[src/rtl/pic_stream_ctrl.sv]
// pic_stream_ctrl: streams the picture ROM in raster order with row/col tags through a credit-controlled 2-entry skid FIFO
module pic_stream_ctrl #(
  parameter int NUM_PIX = 784,
  parameter int IMG_W = 28,
  parameter int ADDR_W = 10,
  parameter int DATA_W = 8
) (
  input  logic              clk,
  input  logic              rst,
  input  logic              start,
  input  logic              abort,
  output logic [ADDR_W-1:0] mem_addr,
  input  logic [DATA_W-1:0] mem_dout,
  input  logic              mem_valid,
  output logic              pix_valid,
  input  logic              pix_ready,
  output logic [DATA_W-1:0] pix_data,
  output logic [4:0]        pix_row,
  output logic [4:0]        pix_col,
  output logic              pix_last,
  output logic              busy,
  output logic              done,
  output logic              err
);
  typedef enum logic [1:0] {IDLE, RUN, DRAIN, DONE} state_t;
  state_t state;
  logic [ADDR_W-1:0] cnt, addr_q;
  logic inflight, s_last, pop, push, issue, cap_last, ld_head, ld_skid;
  logic [1:0] fcnt, fcnt_n;
  logic [2:0] used;
  logic [4:0] row, col, s_row, s_col;
  logic [DATA_W-1:0] s_data;
  assign pop = pix_valid & pix_ready;
  assign push = inflight;
  assign used = {1'b0, fcnt} + {2'b0, inflight} - {2'b0, pop};
  assign issue = state == RUN && !abort && used < 3'd2;
  assign mem_addr = issue ? cnt : addr_q;
  assign cap_last = addr_q == ADDR_W'(NUM_PIX - 1);
  assign fcnt_n = fcnt + {1'b0, push} - {1'b0, pop};
  assign ld_head = (push && (fcnt == 2'd0 || (fcnt == 2'd1 && pop))) || (pop && fcnt == 2'd2);
  assign ld_skid = push && ((fcnt == 2'd1 && !pop) || (fcnt == 2'd2 && pop));
  always_ff @(posedge clk) begin
    if (rst) begin
      state <= IDLE;
      cnt <= '0;
      addr_q <= '0;
      inflight <= 1'b0;
      fcnt <= 2'd0;
      row <= 5'd0;
      col <= 5'd0;
      pix_valid <= 1'b0;
      pix_data <= '0;
      pix_row <= 5'd0;
      pix_col <= 5'd0;
      pix_last <= 1'b0;
      s_data <= '0;
      s_row <= 5'd0;
      s_col <= 5'd0;
      s_last <= 1'b0;
      busy <= 1'b0;
      done <= 1'b0;
      err <= 1'b0;
    end else begin
      inflight <= issue;
      fcnt <= fcnt_n;
      pix_valid <= fcnt_n != 2'd0;
      done <= 1'b0;
      if (issue) begin
        addr_q <= cnt;
        cnt <= cnt + 1'b1;
      end
      if (push) begin
        err <= err | !mem_valid;
        col <= col == 5'(IMG_W - 1) ? 5'd0 : col + 5'd1;
        row <= col == 5'(IMG_W - 1) ? row + 5'd1 : row;
      end
      if (ld_head)
        {pix_data, pix_row, pix_col, pix_last} <= fcnt == 2'd2 ? {s_data, s_row, s_col, s_last}
                                                               : {mem_dout, row, col, cap_last};
      if (ld_skid)
        {s_data, s_row, s_col, s_last} <= {mem_dout, row, col, cap_last};
      if (state == IDLE && start) begin
        state <= RUN;
        busy <= 1'b1;
        cnt <= '0;
        err <= 1'b0;
        row <= 5'd0;
        col <= 5'd0;
      end else if (busy && abort) begin
        state <= IDLE;
        busy <= 1'b0;
        inflight <= 1'b0;
        fcnt <= 2'd0;
        pix_valid <= 1'b0;
      end else if (state == RUN && issue && cnt == ADDR_W'(NUM_PIX - 1)) begin
        state <= DRAIN;
      end else if (state == DRAIN && pop && pix_last) begin
        state <= DONE;
        busy <= 1'b0;
        done <= 1'b1;
      end else if (state == DONE) begin
        state <= IDLE;
      end
    end
  end
  assert property (@(posedge clk) disable iff (rst) !(push && !pop && fcnt == 2'd2));
endmodule
[config.mk]
export PLATFORM = sky130hd
export DESIGN_NAME = pic_stream_ctrl
export DESIGN_NICKNAME = d
export VERILOG_FILES = /design/src/rtl/pic_stream_ctrl.sv
export SDC_FILE = /design/constraint.sdc
export NUM_CORES = 1
export LEC_CHECK = 0
export CAP_MARGIN = 40
export CORE_ASPECT_RATIO = 0.9
export CORE_MARGIN = 2
export CORE_UTILIZATION = 55
export CTS_CLUSTER_DIAMETER = 150
export DETAILED_ROUTE_END_ITERATION = 10
export PLACE_DENSITY = 0.8
export REMOVE_ABC_BUFFERS = 1
export SKIP_CTS_REPAIR_TIMING = 1
export SLEW_MARGIN = 20
export SYNTH_ARGS = -nofsm -noshare
export SYNTH_HDL_FRONTEND = slang
export SYNTH_SLANG_ARGS = --single-unit
[constraint.sdc]
create_clock -name clk -period 5.7 [get_ports clk]
set_input_delay 1.14 -clock clk [delete_from_list [all_inputs] [get_ports clk]]
set_output_delay 1.14 -clock clk [all_outputs]
set_load 0.01 [all_outputs]
==> out/metrics.cfg <==
[worst_setup_path]
cp.required_ns = 4.56
crit_slowest_cell = fa_1
criticalPathCategory = primary input to output pin
critical_path.top_delay_family = buffers and inverters
max_stage_delay_ns = 0.52
start_kind = primary input
critical_path_arrival_ns = 4.27
cpMostUsedCell = clkdlybuf4s50_1
worstSetupEndpointType = output pin
worstPathMaxFanout = 13
crit_path_cell_trace = clkdlybuf4s50_1 > nand2_1 > nor2_1 > nand2b_1 > ha_1 > inv_1 > fa_1 > and4bb_2 > nand2_2 > mux2_2 > clkdlybuf4s50_1
worst-path-buf-inv = 3
reg2reg_setup_slack_ns = 2.81

[grt]
grt_remaining_overflow = 0
track_usage = 0.228
grt_pass1_wl_um = 11900
grt_max_degree = 41
antenna_found_initial = 0
grt_pass1_vias = 2470

[finish]
layout_commonest_cell = dfxtp_1
drive_gt1_frac = 0.0980
n_antenna_cell = 0
fin_area_um2 = 4000
final_cells = 468
final_cell_mix = 77 x dfxtp_1, 45 x clkdlybuf4s50_1, 43 x nor2_1
syn2layout_area_growth_pct = 21.3
nets = 412

[sta]
period_share = 0.949
hold_viol_final = 0
slew_violations = 0
rsz0062_at_grt = false
finalSetupViolCount = 0
slew_headroom = 0.441
tightest_slew_ns = 0.838
clock-skew-final_ns = 0.00998
setup_tns_ns = 0
fmax_mhz = 185
setup_ws_ns = 0.293
post-route-min-period_ns = 5.41

[placed_design]
io_buffer_count = 46
dp_hpwl_um = 4720
dp_worst_setup_slack_ns = 0.162
place_inst = 452
place.gp.congestion = 0.854
dpl-instance-area_um2 = 3790

[route]
ant_nets = 0
viasPerCell = 5.65
finalWirelength_um = 7060
dr.pass1.iters = 4
drc = 0
drt_iter0_markers = 132
vias = 2642
wl_per_cell_um = 15.1

[synth]
synthXorXnorAreaFrac = 0.0421
yosys_warnings = 0
syn_area_um2 = 3300
ys_ff_latch = 77
async_reset_ff_frac = 0
synth_top_family_by_area = simple AND/OR/NAND/NOR gates
yosys.area.top_type = dfxtp_1
synth.area.top_cells = dfxtp_1 47%, mux2i_1 7.0%, nor2_1 4.9%, a211oi_1 4.3%, a21oi_1 3.8%
synth_cell_types = 43
syn_inst = 355
synth_edf_count = 0
ys_seq_area_frac = 0.467
synth_ff_type = dfxtp_1
yosysTopAreaCellShare = 0.467
synth_compound_area_frac = 0.140
synthAdderAreaFrac = 0.0212
synthMuxAreaShare = 0.100
synth.avg_cell_area_um2 = 9.29
synth-simple-area-share = 0.191

[die]
die_y_um = 77.5
die_area_um2 = 6640
row_count = 26
ios = 47
die_w_um = 85.6
core-area_um2 = 5730
floorplan.initialDensity = 0.576

[outcome]
status = complete, no violations

[pwr]
p_switching_w = 0.000392
vdd_drop_max_uv = 232
p_seq_frac = 0.446
power_density_nw_per_um2 = 333
p_leak_nw = 1.51
p_int_w = 0.000943
power.share.clock = 0.332
pwr-share-comb = 0.222
power.share.switching = 0.293

[cts]
clock-root-buffer = clkbuf_8
cts.path.max_buffers = 2
clk_pin_slew_ns = 0.08
htreeDepth = 3
clkLatencyLatePin_ns = 0.35
clock_sinks = 77
cts_tree = built
cts_made_buffers = 9

[worst_hold_path]
hp-class = flop to flop

[run]
maxCapViolCount = 0

tightest hold or removal path, stage by stage, from the launching register on:
cell and delay (ns):
dfxtp_1 0.33, a21oi_1 0.04, nor2_1 0.07
cell usage after synthesis, types with 2 or more instances:
master,instances
nand2_1,7
and3_1,3
and2_1,4
buf_4,2
a211oi_1,19
or2_2,2
xnor2_1,6
ha_1,4
nand4_1,5
o2bb2ai_1,2
dfxtp_1,77
o21ai_0,23
or3_1,2
nor4_1,3
nor2_1,43
nor4bb_1,2
nor2b_1,14
inv_1,6
mux2i_1,23
mux2_2,9
clkbuf_1,12
buf_2,8
nand2b_1,4
xor2_1,8
nand3_1,25
a21oi_1,25
state kept, by name, indices dropped and copies added (netlist names), 2 cells and up:
register	cells
fcnt	2
pix_data	8
pix_col	5
pix_row	5
s_row	5
s_col	5
addr_q	10
state	2
row	5
cnt	10
s_data	8
col	5
area by class of cell:
class	instances	area (µm²)
clock buffer	9	124
clock inverter	7	88.8
fill	465	1720
inverter	6	22.5
multi-input combinational	249	1640
sequential	77	1540
tap	70	87.6
timing repair buffer	50	498
final timing paths:
check / from / endpoint / cells past startpoint
setup / recovery: pix_ready / mem_addr[6] / 11
hold / removal: err / err / 2
setup reg to reg: pix_valid / cnt[9] / 10
hold reg to reg: err / err / 2
per-stage QoR:
| step | hold slack, ns | util | total power, W |
|---|---|---|---|
| finish | 0.479 | 0.699 | 0.00133 |
| global route | 0.499 | 0.699 | 0.00140 |
| CTS | 0.478 | 0.699 | 0.00134 |
| detailed placement | 0.466 | 0.661 | 0.000900 |
| global placement | 0.457 | 0.658 | 0.000892 |
| floorplan | 0.447 | - | 0.000785 |
power by group through the flow:
stage / clock network, W / logic (W) / registers, W
final: 0.000443 / 0.000296 / 0.000595
after floorplan: 0 / 0.000166 / 0.000620
after global routing: 0.000477 / 0.000324 / 0.000600
after global placement: 0 / 0.000285 / 0.000607
after detailed placement: 0 / 0.000292 / 0.000608
after CTS: 0.000453 / 0.000295 / 0.000596
layer usage:
layer	vias up	routed length, µm	global-route usage
li1	1332	-	-
met1	1244	3470	0.309
met2	56	3170	0.339
met3	10	315	0.0777
met4	0	108	0.0794
met5	-	0	0
logic make-up after synthesis:
family	Yosys count
compound gates	76
xor+xnor	15
fa+ha+maj	5
buf+inv	29
flops	77
mux	32
simple gates	121
Power figures use the tool's default switching activity.
